==> config.mk <==
export PLATFORM = sky130hd
export DESIGN_NAME = divider_32bits
export DESIGN_NICKNAME = d
export VERILOG_FILES = /design/src/rtl/divider_32bits.sv
export SDC_FILE = /design/constraint.sdc
export NUM_CORES = 1
export LEC_CHECK = 0
export CAP_MARGIN = 20
export CORE_MARGIN = 2
export CORE_UTILIZATION = 50
export CTS_CLUSTER_SIZE = 10
export DETAILED_ROUTE_END_ITERATION = 10
export DONT_BUFFER_PORTS = 1
export PLACE_DENSITY_LB_ADDON = 0.25
export SLEW_MARGIN = 20
export SYNTH_ARGS = -nofsm -noshare
export SYNTH_HDL_FRONTEND = slang
export SYNTH_SLANG_ARGS = --single-unit
==> constraint.sdc <==
create_clock -name clk -period 4.25 [get_ports clk]
set_input_delay 0.425 -clock clk [delete_from_list [all_inputs] [get_ports clk]]
set_output_delay 0.425 -clock clk [all_outputs]
set_load 0.01 [all_outputs]
==> src/rtl/divider_32bits.sv <==
// Purpose: multi-cycle 32-bit restoring divider (signed/unsigned) with quotient and remainder.
// Latency: fixed 34 cycles from the start edge to the done pulse, one operation per 35 cycles.
// Backpressure: none; start is sampled only in IDLE, and any other start is dropped without queuing.
//
// Ports: clk/rst_n (async active-low); start, sign, A, B request inputs;
//        busy, done status; Q, R, DivZero, Ovf results held until the next done.

// 32-bit adder/subtractor: Ctr=1 computes A - B, and Co=1 then means no borrow.
module adder_32bits (
    input  logic [31:0] A,
    input  logic [31:0] B,
    input  logic        Ctr,
    output logic [31:0] S,
    output logic        Co,
    output logic        Cy
);
    logic [31:0] b_x;
    logic [32:0] sum;

    always_comb begin
        b_x = B ^ {32{Ctr}};
        sum = {1'b0, A} + {1'b0, b_x} + {32'd0, Ctr};
        S   = sum[31:0];
        Co  = sum[32];
        // Two's-complement overflow of the signed interpretation.
        Cy  = (A[31] == b_x[31]) && (sum[31] != A[31]);
    end
endmodule

module divider_32bits #(
    parameter int size = 32
) (
    input  logic          clk,
    input  logic          rst_n,
    input  logic          start,
    input  logic          sign,
    input  logic [size:1] A,
    input  logic [size:1] B,
    output logic          busy,
    output logic          done,
    output logic [size:1] Q,
    output logic [size:1] R,
    output logic          DivZero,
    output logic          Ovf
);
    typedef enum logic [1:0] {ST_IDLE, ST_CALC, ST_FIX, ST_DONE} state_t;

    state_t      state_q, state_d;
    logic [4:0]  cnt_q, cnt_d;
    logic [31:0] p_q, p_d;          // partial remainder
    logic [31:0] w_q, w_d;          // dividend bits shifting out, quotient bits shifting in
    logic [31:0] bmag_q, bmag_d;
    logic [31:0] araw_q, araw_d;
    logic        qneg_q, qneg_d;
    logic        rneg_q, rneg_d;
    logic        dz_q, dz_d;
    logic        ov_q, ov_d;
    logic        busy_q, busy_d;
    logic        done_q, done_d;
    logic [31:0] q_q, q_d;
    logic [31:0] r_q, r_d;
    logic        div_zero_q, div_zero_d;
    logic        ovf_q, ovf_d;

    logic [31:0] a_mag, b_mag, t_val;
    logic [31:0] add_s;
    logic        add_co, add_cy_unused, qb;

    always_comb begin
        a_mag = (sign && A[size]) ? (~A + 32'd1) : A;
        b_mag = (sign && B[size]) ? (~B + 32'd1) : B;
        // Remainder shifted left with the next dividend bit; p_q[31] is the
        // bit shifted out and acts as the 33rd remainder bit.
        t_val = {p_q[30:0], w_q[31]};
    end

    adder_32bits u_add (
        .A   (t_val),
        .B   (bmag_q),
        .Ctr (1'b1),
        .S   (add_s),
        .Co  (add_co),
        .Cy  (add_cy_unused)
    );

    // A set 33rd bit means the shifted remainder certainly exceeds the divisor.
    assign qb = p_q[31] | add_co;

    always_comb begin
        state_d    = state_q;
        cnt_d      = cnt_q;
        p_d        = p_q;
        w_d        = w_q;
        bmag_d     = bmag_q;
        araw_d     = araw_q;
        qneg_d     = qneg_q;
        rneg_d     = rneg_q;
        dz_d       = dz_q;
        ov_d       = ov_q;
        q_d        = q_q;
        r_d        = r_q;
        div_zero_d = div_zero_q;
        ovf_d      = ovf_q;

        case (state_q)
            ST_IDLE: begin
                if (start) begin
                    state_d = ST_CALC;
                    cnt_d   = 5'd0;
                    p_d     = 32'd0;
                    w_d     = a_mag;
                    bmag_d  = b_mag;
                    araw_d  = A;
                    qneg_d  = sign && (A[size] ^ B[size]);
                    rneg_d  = sign && A[size];
                    dz_d    = (B == 32'd0);
                    ov_d    = sign && (A == 32'h8000_0000) && (B == 32'hFFFF_FFFF);
                end
            end
            ST_CALC: begin
                p_d   = qb ? add_s : t_val;
                w_d   = {w_q[30:0], qb};
                cnt_d = cnt_q + 5'd1;
                if (cnt_q == 5'd31) begin
                    state_d = ST_FIX;
                end
            end
            ST_FIX: begin
                state_d = ST_DONE;
                if (dz_q) begin
                    q_d        = 32'hFFFF_FFFF;
                    r_d        = araw_q;
                    div_zero_d = 1'b1;
                    ovf_d      = 1'b0;
                end else if (ov_q) begin
                    q_d        = 32'h8000_0000;
                    r_d        = 32'd0;
                    div_zero_d = 1'b0;
                    ovf_d      = 1'b1;
                end else begin
                    // Truncating division: remainder follows the dividend's sign.
                    q_d        = qneg_q ? (~w_q + 32'd1) : w_q;
                    r_d        = rneg_q ? (~p_q + 32'd1) : p_q;
                    div_zero_d = 1'b0;
                    ovf_d      = 1'b0;
                end
            end
            ST_DONE: begin
                state_d = ST_IDLE;
            end
            default: begin
                state_d = ST_IDLE;
            end
        endcase

        // busy covers CALC, FIX and DONE states; done is a registered pulse
        // that follows the DONE state by one cycle.
        busy_d = (state_d != ST_IDLE);
        done_d = (state_q == ST_DONE);
    end

    always_ff @(posedge clk or negedge rst_n) begin
        if (!rst_n) begin
            state_q    <= ST_IDLE;
            cnt_q      <= 5'd0;
            p_q        <= 32'd0;
            w_q        <= 32'd0;
            bmag_q     <= 32'd0;
            araw_q     <= 32'd0;
            qneg_q     <= 1'b0;
            rneg_q     <= 1'b0;
            dz_q       <= 1'b0;
            ov_q       <= 1'b0;
            busy_q     <= 1'b0;
            done_q     <= 1'b0;
            q_q        <= 32'd0;
            r_q        <= 32'd0;
            div_zero_q <= 1'b0;
            ovf_q      <= 1'b0;
        end else begin
            state_q    <= state_d;
            cnt_q      <= cnt_d;
            p_q        <= p_d;
            w_q        <= w_d;
            bmag_q     <= bmag_d;
            araw_q     <= araw_d;
            qneg_q     <= qneg_d;
            rneg_q     <= rneg_d;
            dz_q       <= dz_d;
            ov_q       <= ov_d;
            busy_q     <= busy_d;
            done_q     <= done_d;
            q_q        <= q_d;
            r_q        <= r_d;
            div_zero_q <= div_zero_d;
            ovf_q      <= ovf_d;
        end
    end

    assign busy    = busy_q;
    assign done    = done_q;
    assign Q       = q_q;
    assign R       = r_q;
    assign DivZero = div_zero_q;
    assign Ovf     = ovf_q;
endmodule

# Word level (Yosys, flattened, before mapping)
# Cells that the tools add are included.
# word_totals
out_inout_bits,68
wordCells,69
register_bits,207
# classes
add_sub_neg,7
bitwise,7
muxes,21
reduce_logical,11
n_eq_ne,7
# op_table
op,n
$mux 32,11
$not 32->32,5
$add 32x1->32 const B,4
$pmux 32 s2,2
$eq 32x32->1 const B,2
$add 32x32->33,1
$add 33x1->33 const B,1
$logic_not 32->1,1
$pmux 5 s2,1
$pmux 2 s4,1
$add 5x1->5 const B,1
$eq 5x5->1 const B,1
$logic_and 1x1->1,5
$mux 5,1
$eq 2x2->1 const B,2
$mux 2,2
$reduce_and 2->1,2
$reduce_bool 2->1,2
$mux 1,3
$eq 2x1->1 const B,1
$logic_not 2->1,1
$ne 2x2->1 const B,1
$or 1x1->1,1
$xor 1x1->1,1

# Logic depth before layout (Yosys ltp)
# depth
ltp_word,6
ltp_mapped,14

# Hierarchy
# From an unflattened synthesis, not the netlist that was laid out.
# hier_totals
cells_unflattened,1571
hier_area_um2,13610.6
# modules_own_cells
mod,cells_per_inst,area_per_inst_um2,instances
divider_32bits,1287,11588.6,1
adder_32bits,284,2021.9,1

# Worst setup path after synthesis
# Ideal clock, no wire load.
# synth_path
path_kind,reg-to-reg
start,register w_q[31]
end,register p_q[17]
setup_slack_ns,1.161
arrival_time_ns,2.954
t_required_ns,4.115
period_less_slack_ns,3.089
path_buffers,2
stages_incl_launch_ff,15
cell_sequence,dfrtp_1 inv_1 ha_1 fa_1 nor2b_1 o211ai_1 and3b_1 o211ai_1 a21oi_1 o21bai_1 a31o_2 clkbuf_1 buf_2 mux2i_1 o21ai_0
# synth_between
elab_chain_cells,5
# synth_rtl
element,line,rtl
from (decl),51,"logic [31:0] w_q, w_d;"
from (signal assigned),184,w_q <= w_d;
$add 32x32->33 *,22,"sum = {1'b0, A} + {1'b0, b_x} + {32'd0, Ctr};"
$add 33x1->33 *,22,
$or 1x1->1,87,assign qb = p_q[31] | add_co;
$mux 32 *,121,p_d = qb ? add_s : t_val;
$pmux 32 s2 *,105,case (state_q)
to (signal assigned),183,p_q <= p_d;
to (decl),50,"logic [31:0] p_q, p_d;"
# Every way passes the cells marked *; elsewhere a longest branch is shown, timed or not.
# A chain may end at the register's enable or synchronous reset.

# Worst setup path in the final report
# layout_path
start,register p_q[0]
end,register p_q[14]
# layout_between
elab_chain_cells,5
# layout_rtl
element,line
$add 32x32->33 *,22
$add 33x1->33 *,22
$or 1x1->1,87
$mux 32 *,121
$pmux 32 s2 *,105
# Marked as above.

==> flow_metrics.tcl <==
set metrics [dict create \
    insertedDiodeCount 0 \
    synthDistinctLibCells 58 \
    synth-seq-cells 207 \
    finish.utilization_pct 54.70 \
    number_of_enable_flip_flop_cells_after_synthesis 0 \
    grt_start_max_net_pins 208 \
    track_usage_pct 26.48 \
    worst-endpoint-required_ps 4640 \
    route.detailed.wl_per_inst_um 19.13 \
    synthArstFlopShare_pct 100.0 \
    report.final.hold_viol_count 207 \
    tritoncts.num_buffers 25 \
    drt_first_pass_iters 7 \
    synth-seq-area-share_pct 40.63 \
    cts.repair_timing.setup_buffer_count 0 \
    dieArea_um2 26790 \
    worst_hold_margin_ps -408.7 \
    critPathLaunchType "flip-flop" \
    worst_setup_hold_path_clk_slew_ps 60 \
    synth_warnings 0 \
    cts_tree "built" \
    top_level_pins 136 \
    htreeDepth 1 \
    static-leakage-power_nw 5.997 \
    synth_area_per_cell_um2 8.225 \
    synth_nets 1658 \
    post-dp-hpwl_mm 25.23 \
    insertion_delay_ps 530 \
    via_per_inst 6.055 \
    final_antenna_net_count 0 \
    finalMaxSlewViolations 0 \
    effective_utilization_at_floorplan_pct 50.77 \
    die_width_um 163.7 \
    grt_overflow_total 0 \
    post_cts_hold_buffer_count 6 \
    worst_margin_slew_ps 1050 \
    cts_sinks 207 \
    floorplan.core_area_um2 25110 \
    die_h_um 163.7 \
    first_global_vias 10640 \
    synth_ff_type "dfrtp_1" \
    crit_share_post_route_pct 86.40 \
    peakVddDrop_uv 376.2 \
    critical_path.max_fanout 17 \
    nFillCells 2426 \
    drt_iter0_markers 917 \
    run_status "finished with violations" \
    ys_top_cells_by_area "dfrtp_1 (41%), nand2_1 (8.2%), o21ai_0 (6.8%)" \
    synth_top_area_share_pct 40.63 \
    grt_antenna_before_repair 1 \
    period_needed_ps 3672 \
    post_cts_resize_count 0 \
    cts.path.max_buffers 3 \
    netlist_top_cells_count "nand2_1 (278), dfrtp_1 (207), o21ai_0 (174)" \
    vias 11140 \
    violations "hold timing" \
    drcViolationCount 0 \
    r2r.worst_path.cells 11 \
    totalNegativeSetupSlack_ps 0 \
    globalplace.congestion 0.9125 \
    report.final.setup_viol 0 \
    max-slew-margin-rel_pct 29.99 \
    worstSetupPathType "reg2reg" \
    numPortBuffers 0 \
    post-synth-top-count-cell "nand2_1" \
    setup.worst_path.end_class "flip-flop" \
    synth.largest_area_cell "dfrtp_1" \
    finish.net_count 1610 \
    cts-root-buf "clkbuf_16" \
    flow.area_growth_from_synthesis_pct 7.744 \
    totalWireLength_mm 35.19 \
    fin_skew_ps 25.86 \
    max_freq_ghz 0.2723 \
    rsz0062_at_grt "false" \
    hp-class "in2async" \
    mappedNetlistArea_um2 12750 \
    layout-drive-gt1-share_pct 4.042 \
    cap_violations 0 \
    grt_pass1_wl_mm 56.75 \
    number_of_standard_cells_after_synthesis 1550 \
    std_cell_rows 58 \
    cp.arrival_ps 4060 \
    pwr_density_cell_nw_per_um2 842.4 \
]
state kept, by name (all words and copies together), names as in the netlist:
register / cells
Q: 32
R: 32
araw_q: 32
bmag_q: 32
p_q: 32
w_q: 32
cnt_q: 5
state_q: 2
DivZero: 1
Ovf: 1
busy: 1
done: 1
dz_q: 1
ov_q: 1
qneg_q: 1
rneg_q: 1
where the power goes:
group          switching [mW]  internal, mW
registers               0.904          2.73
logic                    3.53          2.49
clock network           0.799          1.12
total                    5.23          6.34
routing by layer:
layer	part of all wire, %	vias to the layer above	wire (um)	GRT usage, %
li1	-	5363	-	-
met1	45	5312	15790	36.57
met2	45	389	15920	42.65
met3	7.2	69	2542	5.028
met4	2.6	2	918	7.297
met5	0.037	-	13	0
cells in the final DEF, fill, tap and decap left out, types with 3 or more instances in the layout:
cell type,count
o22ai_1,4
a21boi_0,4
o21ai_0,174
a22oi_1,27
o41ai_1,11
a221oi_1,15
xnor2_1,50
a22o_1,8
ha_1,39
dlygate4sd3_1,6
a21oi_1,91
or3_1,11
buf_4,12
a211oi_1,4
nor3_1,44
and2_1,7
inv_1,51
clkbuf_8,4
mux2i_1,8
o31ai_1,28
a32oi_1,11
clkbuf_1,3
a31oi_1,11
nor4_1,15
nand4_1,20
o211ai_1,3
clkbuf_16,25
nand2_1,277
xor2_1,87
or4_1,13
nor2b_1,8
and3_1,9
nand3_1,69
o21a_1,5
nor2_1,91
dfrtp_1,206
a21o_1,9
nand2b_1,10
metrics by stage:
stage	setup slack [ps]	power, mW	cells	cell area [um2]
after floorplan	1161	8.067	1550	12750
after global placement	815.9	9.461	1798	12960
after detailed placement	648.4	9.592	1799	12970
after CTS	625.3	11.54	1839	13740
after global routing	353.6	12.57	1839	13740
final	577.9	11.57	1839	13740
logic make-up after synthesis:
| group | count (synthesis) | synth area share, % |
|---|---|---|
| compound gates | 423 | 20.23 |
| simple gates | 589 | 20.81 |
| fa+ha+maj | 40 | 3.985 |
| mux | 8 | 0.6282 |
| buf+inv | 146 | 4.309 |
| flops | 207 | 40.63 |
| xor+xnor | 137 | 9.412 |
final cells by class:
class	instances	area (um2)	area share, %
Tap cell	330	412.9	3.006
Inverter	51	191.4	1.394
Clock inverter	2	13.76	0.1002
Sequential cell	207	5181	37.72
Clock buffer	32	691.9	5.037
Timing Repair Buffer	20	190.2	1.385
Multi-Input combinational cell	1197	7054	51.36
worst paths after layout:
kind | endpoint | slack, ps | from
setup reg to reg | p_q[14] | 580 | p_q[0]
setup / recovery | p_q[14] | 580 | p_q[0]
max in group asynchronous | p_q[21] | 4360 | rst_n
min in group clk | araw_q[30] | 10 | A[31]
hold reg to reg | bmag_q[23] | 470 | bmag_q[23]
hold / removal | Q[15] | -410 | rst_n
critical path, stage by stage (launching register included):
cell	delay (ps)
dfrtp_1	440
inv_1	140
fa_1	480
nor2b_1	180
o211ai_1	150
and3b_1	240
o211ai_1	350
a21oi_1	160
o21bai_1	360
a31oi_2	400
buf_12	290
o311ai_0	340
(Power assumes the default switching activity.)
